--- src/rtl/life_ctrl_pkg.sv ---
// life_ctrl_pkg: key indices, controller states and shared helpers for the Life controller
package life_ctrl_pkg;
   localparam int KEYS = 16;
   localparam int KEY_AR_U   = 0;
   localparam int KEY_AR_D   = 1;
   localparam int KEY_AR_L   = 2;
   localparam int KEY_AR_R   = 3;
   localparam int KEY_W      = 4;
   localparam int KEY_A      = 5;
   localparam int KEY_S      = 6;
   localparam int KEY_D      = 7;
   localparam int KEY_IN     = 8;
   localparam int KEY_OUT    = 9;
   localparam int KEY_S_UP   = 10;
   localparam int KEY_S_DOWN = 11;
   localparam int KEY_SPACE  = 12;
   localparam int KEY_ENTER  = 13;
   localparam int KEY_E      = 14;
   localparam int KEY_R      = 15;
   localparam logic [2:0] SPEED_DEFAULT = 3'd3;
   localparam logic [2:0] SPEED_MAX = 3'd7;
   localparam logic [1:0] ZOOM_MAX = 2'd3;
   typedef enum logic [2:0] {PAUSED, RUNNING, STEP_WAIT, WR_WAIT, CLR_WAIT} state_t;
   typedef enum logic [2:0] {CMD_NONE, CMD_R, CMD_SPACE, CMD_ENTER, CMD_E} cmd_t;
   // Coinciding command keys resolve to the single highest-priority one
   function automatic cmd_t decode_cmd(input logic [KEYS-1:0] k);
      return k[KEY_R] ? CMD_R : k[KEY_SPACE] ? CMD_SPACE : k[KEY_ENTER] ? CMD_ENTER : k[KEY_E] ? CMD_E : CMD_NONE;
   endfunction
   // Cycles between run-mode steps: faster speeds give shorter intervals
   function automatic int reload_ticks(input logic [2:0] spd, input int base);
      return (8 - int'(spd)) * base - 1;
   endfunction
endpackage

--- src/rtl/life_tick_gen.sv ---
// life_tick_gen: loadable down-counter timing the interval between run-mode steps
module life_tick_gen
   import life_ctrl_pkg::*;
#(
   parameter int BASE_TICKS = 2_500_000
) (
   input  logic       clk,
   input  logic       rst,
   input  logic       load,
   input  logic       en,
   input  logic [2:0] speed,
   output logic       tc
);
   localparam int CW = $clog2(8 * BASE_TICKS);
   logic [CW-1:0] cnt;
   // Load wins over counting; the count parks at zero until reloaded
   always_ff @(posedge clk or posedge rst)
      if (rst) cnt <= '0;
      else if (load) cnt <= CW'(reload_ticks(speed, BASE_TICKS));
      else if (en && cnt != '0) cnt <= cnt - CW'(1);
   assign tc = cnt == '0;
endmodule

--- src/rtl/life_ctrl.sv ---
// life_ctrl: key-driven game controller sequencing the Life engine through step/write/clear handshakes
module life_ctrl
   import life_ctrl_pkg::*;
#(
   parameter int GRID_W     = 64,
   parameter int GRID_H     = 64,
   parameter int XW         = 6,
   parameter int YW         = 6,
   parameter int BASE_TICKS = 2_500_000,
   parameter int GEN_W      = 16
) (
   input  logic             clk,
   input  logic             rst,
   input  logic [KEYS-1:0]  keys,
   input  logic             step_done,
   input  logic             wr_ack,
   input  logic             clr_done,
   output logic             step_req,
   output logic             wr_req,
   output logic [XW-1:0]    wr_x,
   output logic [YW-1:0]    wr_y,
   output logic             clr_req,
   output logic [XW-1:0]    cur_x,
   output logic [YW-1:0]    cur_y,
   output logic [XW-1:0]    view_x,
   output logic [YW-1:0]    view_y,
   output logic [1:0]       zoom,
   output logic [2:0]       speed,
   output logic             running,
   output logic [GEN_W-1:0] gen_count
);
   state_t state, state_n;
   cmd_t cmd;
   logic pend, pend_n, running_n, step_req_n, wr_req_n, clr_req_n, load, tc;
   logic [XW-1:0] wr_x_n;
   logic [YW-1:0] wr_y_n;
   logic [GEN_W-1:0] gen_n;
   function automatic logic [XW-1:0] wrap_x(input logic [XW-1:0] v, input logic inc, input logic dec);
      return (inc == dec) ? v : inc ? ((v == XW'(GRID_W - 1)) ? '0 : v + XW'(1)) : ((v == '0) ? XW'(GRID_W - 1) : v - XW'(1));
   endfunction
   function automatic logic [YW-1:0] wrap_y(input logic [YW-1:0] v, input logic inc, input logic dec);
      return (inc == dec) ? v : inc ? ((v == YW'(GRID_H - 1)) ? '0 : v + YW'(1)) : ((v == '0) ? YW'(GRID_H - 1) : v - YW'(1));
   endfunction
   assign cmd = decode_cmd(keys);
   life_tick_gen #(.BASE_TICKS(BASE_TICKS)) u_tick (
      .clk(clk),
      .rst(rst),
      .load(load),
      .en(state == RUNNING),
      .speed(speed),
      .tc(tc)
   );
   // Navigation keys act every cycle independent of the controller state
   always_ff @(posedge clk or posedge rst)
      if (rst) begin
         cur_x  <= '0;
         cur_y  <= '0;
         view_x <= '0;
         view_y <= '0;
         zoom   <= '0;
         speed  <= SPEED_DEFAULT;
      end else begin
         cur_x  <= wrap_x(cur_x, keys[KEY_AR_R], keys[KEY_AR_L]);
         cur_y  <= wrap_y(cur_y, keys[KEY_AR_D], keys[KEY_AR_U]);
         view_x <= wrap_x(view_x, keys[KEY_D], keys[KEY_A]);
         view_y <= wrap_y(view_y, keys[KEY_S], keys[KEY_W]);
         zoom   <= (keys[KEY_IN] && !keys[KEY_OUT] && zoom != ZOOM_MAX) ? zoom + 2'd1 :
                   (keys[KEY_OUT] && !keys[KEY_IN] && zoom != 2'd0) ? zoom - 2'd1 : zoom;
         speed  <= (keys[KEY_S_UP] && !keys[KEY_S_DOWN] && speed != SPEED_MAX) ? speed + 3'd1 :
                   (keys[KEY_S_DOWN] && !keys[KEY_S_UP] && speed != 3'd0) ? speed - 3'd1 : speed;
      end
   // Next-state and next-output decision; only one request can be raised from an idle state
   always_comb begin
      state_n    = state;
      running_n  = running;
      step_req_n = step_req;
      wr_req_n   = wr_req;
      clr_req_n  = clr_req;
      wr_x_n     = wr_x;
      wr_y_n     = wr_y;
      gen_n      = gen_count;
      pend_n     = pend;
      load       = 1'b0;
      case (state)
         PAUSED:
            if (cmd == CMD_R) begin
               state_n   = CLR_WAIT;
               clr_req_n = 1'b1;
            end else if (cmd == CMD_SPACE) begin
               state_n   = RUNNING;
               running_n = 1'b1;
               load      = 1'b1;
            end else if (cmd == CMD_ENTER) begin
               state_n    = STEP_WAIT;
               step_req_n = 1'b1;
            end else if (cmd == CMD_E) begin
               state_n  = WR_WAIT;
               wr_req_n = 1'b1;
               wr_x_n   = cur_x;
               wr_y_n   = cur_y;
            end
         RUNNING:
            if (cmd == CMD_R) begin
               state_n   = CLR_WAIT;
               running_n = 1'b0;
               clr_req_n = 1'b1;
            end else if (cmd == CMD_SPACE) begin
               state_n   = PAUSED;
               running_n = 1'b0;
            end else if (tc) begin
               state_n    = STEP_WAIT;
               step_req_n = 1'b1;
               load       = 1'b1;
            end
         STEP_WAIT: begin
            pend_n = pend | (cmd == CMD_R);
            if (cmd == CMD_SPACE) running_n = !running;
            if (step_done) begin
               step_req_n = 1'b0;
               gen_n      = gen_count + GEN_W'(1);
               if (pend_n) begin
                  state_n   = CLR_WAIT;
                  clr_req_n = 1'b1;
                  running_n = 1'b0;
               end else state_n = running_n ? RUNNING : PAUSED;
            end
         end
         WR_WAIT: begin
            pend_n = pend | (cmd == CMD_R);
            if (wr_ack) begin
               wr_req_n  = 1'b0;
               clr_req_n = pend_n;
               state_n   = pend_n ? CLR_WAIT : PAUSED;
            end
         end
         CLR_WAIT:
            if (clr_done) begin
               clr_req_n = 1'b0;
               gen_n     = '0;
               pend_n    = 1'b0;
               state_n   = PAUSED;
            end
         default: state_n = PAUSED;
      endcase
   end
   // Controller state and all handshake outputs are registered
   always_ff @(posedge clk or posedge rst)
      if (rst) begin
         state     <= PAUSED;
         running   <= 1'b0;
         step_req  <= 1'b0;
         wr_req    <= 1'b0;
         clr_req   <= 1'b0;
         wr_x      <= '0;
         wr_y      <= '0;
         gen_count <= '0;
         pend      <= 1'b0;
      end else begin
         state     <= state_n;
         running   <= running_n;
         step_req  <= step_req_n;
         wr_req    <= wr_req_n;
         clr_req   <= clr_req_n;
         wr_x      <= wr_x_n;
         wr_y      <= wr_y_n;
         gen_count <= gen_n;
         pend      <= pend_n;
      end
endmodule

--- config.mk ---
export PLATFORM = sky130hd
export DESIGN_NAME = life_ctrl
export DESIGN_NICKNAME = d
export VERILOG_FILES = /design/src/rtl/life_ctrl_pkg.sv /design/src/rtl/life_tick_gen.sv /design/src/rtl/life_ctrl.sv
export SDC_FILE = /design/constraint.sdc
export NUM_CORES = 1
export LEC_CHECK = 0
export BUFFER_PORTS_ARGS = -buffer_cell sky130_fd_sc_hd__buf_4
export CAP_MARGIN = 20
export CORE_MARGIN = 4
export CORE_UTILIZATION = 40
export CTS_CLUSTER_DIAMETER = 120
export DETAILED_ROUTE_END_ITERATION = 8
export PLACE_DENSITY = 0.65
export REMOVE_ABC_BUFFERS = 1
export SLEW_MARGIN = 10
export SYNTH_ARGS = -nofsm -noshare
export SYNTH_HDL_FRONTEND = slang
export SYNTH_SLANG_ARGS = --single-unit
export TNS_END_PERCENT = 5
--- constraint.sdc ---
create_clock -name clk -period 4.4 [get_ports clk]
set_input_delay 0.66 -clock clk [delete_from_list [all_inputs] [get_ports clk]]
set_output_delay 0.66 -clock clk [all_outputs]
set_load 0.05 [all_outputs]
* After elaboration in Yosys (flattened, before gate mapping)
Cells that the tools add are included.
** Operators by class
- Add/subtract/negate cells :: 16
- Multipliers :: 1
- Div/mod/pow operators :: 0
- Order comparisons :: 0
- Equal/unequal tests :: 35
- Shifts and indexed selects :: 0
- Multiplexer cells :: 75
- Bitwise gates (word level) :: 4
- Reduce and logical (&&, ||, !) cells :: 41
** Operators with widths (number)
- $mux 6 :: 12
- $mux 3 :: 18
- $mux 25 :: 2
- $mul 32x18->20 const B :: 1
- $mux 16 :: 2
- $pmux 16 s2 :: 1
- $mux 1 :: 31
- $ne 2x2->1 const B :: 14
- $logic_not 25->1 :: 1
- $reduce_bool 25->1 :: 1
- $sub 25x1->25 const B :: 1
- $sub 25x2->25 const B :: 1
- $add 6x1->6 const B :: 4
- $eq 6x6->1 const B :: 4
- $logic_not 6->1 :: 4
- $sub 6x1->6 const B :: 4
- $add 16x1->16 const B :: 1
- $pmux 3 s5 :: 1
- $reduce_bool 2->1 :: 7
- $eq 3x2->1 const B :: 4
- $reduce_and 6->1 :: 2
- $reduce_and 5->1 :: 2
- $logic_and 1x1->1 :: 9
- $reduce_and 8->1 :: 1
- other kinds (26) :: 44
** Word-level totals
- Register bits :: 90
- Bits in latches :: 0
- Memory bits (writable) :: 0
- ROM bits :: 0
- Input port bits :: 21
- Output and inout bits :: 61
- Logic and storage cells :: 188
- Memories kept :: 0

* Logic depth before layout (Yosys ltp)
- Depth after elaboration :: 11
- Mapped depth :: 18

* Cells and area by module
From an unflattened synthesis, not the netlist that was laid out.
** Second synthesis, totals
- Cell total of the unflattened synthesis :: 797
- Area total of the unflattened synthesis :: 6872.8 um^2
** Modules (own cells, without submodules)
- life_ctrl :: times used 1, cells each 497, area an instance 4264.1 um^2, sequential area each 1629.1 um^2
- life_tick_gen :: times used 1, cells each 300, area an instance 2608.8 um^2, sequential area each 625.6 um^2

* Worst setup path before layout
Ideal clock, no wire load.
- Path type :: reg2reg
- From :: register speed[0]
- To :: register u_tick.cnt[20]
- Library setup time :: 126 ps
- Arrival time :: 4902 ps
- Slack :: -628 ps
- Stages on the path, launching flop included :: 18
- Cells stage by stage :: dfstp_2 > clkbuf_1 > inv_1 > ha_1 > ha_1 > ha_1 > inv_1 > fa_1 > inv_1 > ha_1 > clkbuf_1 > a31o_2 > a2111oi_1 > nor3_1 > and4bb_2 > nor4b_1 > xnor2_1 > mux2i_1
** On the way
- Word-level cells in the longest chain between the ends :: 4
** RTL lines
- from (decl) :: RTL line life_ctrl.sv:28 : output logic [2:0] speed,
- from (signal assigned) :: RTL line life_ctrl.sv:69 : speed <= (keys[KEY_S_UP] && !keys[KEY_S_DOWN] && speed != SPEED_MAX) ? speed + 3'd1 :
- $sub 4x3->5 :: RTL line life_ctrl_pkg.sv:31 : return (8 - int'(spd)) * base - 1;
- $mul 32x18->20 :: RTL line life_ctrl_pkg.sv:31
- $sub 25x2->25 :: RTL line life_ctrl_pkg.sv:31
- $mux 25 :: RTL line life_tick_gen.sv:19 : else if (load) cnt <= CW'(reload_ticks(speed, BASE_TICKS));
- to (signal assigned) :: RTL line life_tick_gen.sv:19
- to (signal assigned) :: RTL line life_tick_gen.sv:20 : else if (en && cnt != '0) cnt <= cnt - CW'(1);
- to (decl) :: RTL line life_tick_gen.sv:15 : logic [CW-1:0] cnt;
Every way passes these cells.
A chain may end at the register's enable or synchronous reset.

* Worst setup path after layout
- From :: register speed[0]
- To :: register u_tick.cnt[17]
Same word-level chain as after synthesis.

==> results.md <==
- Commonest non-fill, non-tap cell in the layout: buf_4
- Num CTS Buffers: 9
- Boundary Pins: 82
- Die width: roughly 140 um
- Largest net degree at the start of global routing: 64
- CP endpoint kind: register
- Grt ovf: 0
- FF+latch count, synth: 90
- Status: completed
- Core ar.: between 15,000 and 20,000 um2
- Final worst path period share: between 90% and 100%
- Startpoint Class: register
- First-pass GRT wire length: 26.5 mm
- Vias: roughly 6,000
- CP Buf/Inv Count: 4
- Cell mode on critical path: inv_1
- Layout Nets: 915
- Via/cell ratio: 5.57
- CTS tree: built
- Warnings, synthesis: 0
- Total GRT Usage: 17.1%
- Drt pass-1 iters: 6
- Row cnt: 46
- Setup TNS Final: 0 ns
- Synthesized cell area: about 6700 um2
- H-tree depth: 3
- Post-synthesis average cell area: 8.51 um2
- Max Fclk: 234 MHz
- Vias in the first global route: between 5,000 and 6,000
- Worst-Skew Late Latency: 0.35 ns
- Hpwl dp: 11.5 mm
- Count of cell types in the netlist: 77
- WL final: 15.9 mm
- Root Driver: clkbuf_16
- WL per Instance: 14.8 um
- CTS clk-pin slew, worst paths: 0.07 ns
- Crit-path cells: inv_1 > ha_1 > ha_4 > ha_1 > inv_1 > fa_1 > inv_1 > ha_2 > a31o_2 > a2111oi_1 > nor4_4 > o311ai_4 > buf_4 > nor3_1 > xnor2_1 > a211oi_2
- # DRC: 0
- Starting Density: roughly two fifths
- CP delay by family, top: adder cells
- 1st-iter DRT viols: 393
- Post-route ant nets: 0
- Worst path slowest cell: a2111oi_1
- Clock Tree Buf Depth: 2
- Vert. Die Dim: 137 um
- Final setup viols: 0
- CTS sink count: 90
- Clk_skew: 0.00709 ns
- GP Congestion: 0.828
- Post-synthesis sequential area ratio: 33.9%
- Post-synthesis instance total: approximately 780
- Dominant synthesized flop cell: dfrtp_1
- Initial antenna violation count: 0
- Data required time of the critical path: 4.67 ns
- Setup CP Type: reg2reg
- Worst Hold Class: in2async
- Measured slew at the worst slew-check pin: 1.01 ns
- Max-cap violations: 0
- Worst rel slew slack: ~33%
- Ys async rst share: 100%
- Area growth syn-to-layout: 18.3%
- Fin. Hold Viols: 0
- Ratio of cells with drive above 1 in the final layout: between 10% and 20%
- CP max FO: 9
- Min Tclk post-route: 4.27 ns
- Fill count: 1,596
- Die area: between 15,000 and 20,000 um2
- EDFF count, synth: 0
- WP data arrival: 4.54 ns
- Fin. max-slew vios: 0
- Diodes inserted: 0
- CP max stage delay: 0.72 ns
- Port Buf Inserts: 81
- Most frequent cells in the layout: buf_4 (96), dfrtp_1 (88), nand2_1 (78)
[worst register-to-register path, stage by stage (launching register included)]
cell	delay [ns]
dfstp_2	0.53
inv_1	0.05
ha_1	0.26
ha_4	0.25
ha_1	0.30
inv_1	0.06
fa_1	0.49
inv_1	0.04
ha_2	0.34
a31o_2	0.27
a2111oi_1	0.72
nor4_4	0.10
o311ai_4	0.15
buf_4	0.19
nor3_1	0.05
xnor2_1	0.17
a211oi_2	0.22
[registers in the layout, summed over array words and instances, names as in the netlist, 3 cells and up]
| signal | cells |
|---|---|
| view_x | 6 |
| view_y | 6 |
| speed | 3 |
| cur_y | 6 |
| wr_y | 6 |
| gen_count | 16 |
| u_tick.cnt | 25 |
| state | 3 |
| wr_x | 6 |
| cur_x | 6 |
[metrics by stage]
| stage | instances | worst slack [ns] | util (%) | hold WS (ns) | instance area [um2] |
|---|---|---|---|---|---|
| 3_5_place_dp | 1057 | 0.0341 | 46.6 | 0.476 | 7510 |
| 5_1_grt | 1075 | -0.0944 | 48.8 | 0.509 | 7870 |
| 6_report | 1075 | 0.131 | 48.8 | 0.461 | 7870 |
| 2_1_floorplan | 747 | -0.343 | - | 0.482 | 6520 |
| 4_1_cts | 1073 | 0.0404 | 48.3 | 0.491 | 7790 |
| 3_3_place_gp | 1057 | 0.131 | 46.6 | 0.466 | 7510 |
[worst paths after layout]
path                          start  cells after the start        endpoint  slack [ns]
setup / recovery           speed[0]                     16  u_tick.cnt[17]        0.13
hold / removal                  rst                      2       view_y[5]        0.46
setup reg to reg           speed[0]                     16  u_tick.cnt[17]        0.13
hold reg to reg             wr_y[1]                      2         wr_y[1]        0.49
max in group asynchronous       rst                      3        speed[1]        2.99
min in group clk            wr_y[1]                      2         wr_y[1]        0.49
[cell families (layout without fill, tap and decap cells)]
group                      Yosys count  in the layout  synth area share [%]
AOI/OAI and AO/OA                  183            183                  17.8
xor gates and xnor gates            52             52                  6.85
adders and majority gates           40             40                  7.75
buffers and inverters               66            143                  3.82
DFF                                 90             90                  33.9
muxes                               19             19                  3.20
and+or+nand+nor                    332            332                  26.7
[layer usage]
| layer | global-route usage (%) | up-vias | wire [um] |
|---|---|---|---|
| li1 | - | 3000 | - |
| met5 | 0 | - | 0 |
| met4 | 4.77 | 0 | 191 |
| met2 | 27.4 | 135 | 7530 |
| met1 | 24.1 | 2828 | 7550 |
| met3 | 2.72 | 20 | 662 |
[cell type report]
type | count | area (um2) | area share (%)
sequential | 90 | 2250 | 28.6
timing repair buffer | 96 | 721 | 9.16
multi-input combinational | 626 | 4230 | 53.7
tap | 216 | 270 | 3.43
clock inverter | 6 | 50.0 | 0.636
inverter | 31 | 119 | 1.51
clock buffer | 10 | 229 | 2.91
[what timing repair did]
| item | 4_1_cts | 5_1_grt |
|---|---|---|
| resized for setup | 1 | 10 |
| setup endpoints to repair | 1 | 9 |
| hold buffers | 0 | 0 |
| pin swaps | 0 | 3 |
| buffers inserted | 0 | 2 |
[synthesized netlist by cell type, types with 3 or more instances]
| library cell | count | share of area [%] |
|---|---|---|
| ha_1 | 38 | 7.1 |
| or4_1 | 5 | 0.56 |
| o21ai_0 | 50 | 3.8 |
| nand3_1 | 26 | 2.0 |
| o22ai_1 | 7 | 0.66 |
| o41ai_1 | 7 | 0.92 |
| nor4_1 | 18 | 1.7 |
| a31oi_1 | 7 | 0.66 |
| xnor2_1 | 22 | 2.9 |
| a21oi_1 | 50 | 3.8 |
| mux2i_1 | 7 | 1.1 |
| o31ai_1 | 9 | 1.0 |
| nand4_1 | 12 | 1.1 |
| nor2_1 | 74 | 4.2 |
| a221oi_1 | 4 | 0.53 |
| a211oi_1 | 4 | 0.45 |
| clkbuf_1 | 30 | 1.7 |
| o211ai_1 | 5 | 0.56 |
| nand2_1 | 78 | 4.4 |
| buf_2 | 5 | 0.38 |
| a41oi_1 | 3 | 0.40 |
| nand3b_1 | 7 | 0.79 |
| nor2b_1 | 21 | 2.0 |
| inv_1 | 31 | 1.7 |
| nand4b_1 | 10 | 1.3 |
| nor4b_1 | 3 | 0.40 |
| nand2b_1 | 16 | 1.5 |
| or3_1 | 9 | 0.85 |
| dfrtp_1 | 88 | 33 |
| a21o_1 | 5 | 0.56 |
| nor3_1 | 22 | 1.7 |
| nor3b_1 | 3 | 0.34 |
| xor2_1 | 30 | 3.9 |
| mux2_2 | 9 | 1.5 |
| and3_1 | 7 | 0.66 |
| or2_2 | 4 | 0.38 |
Power is not shown: default switching activity piles up to over one toggle a cycle in this logic, so the estimate is an artifact.
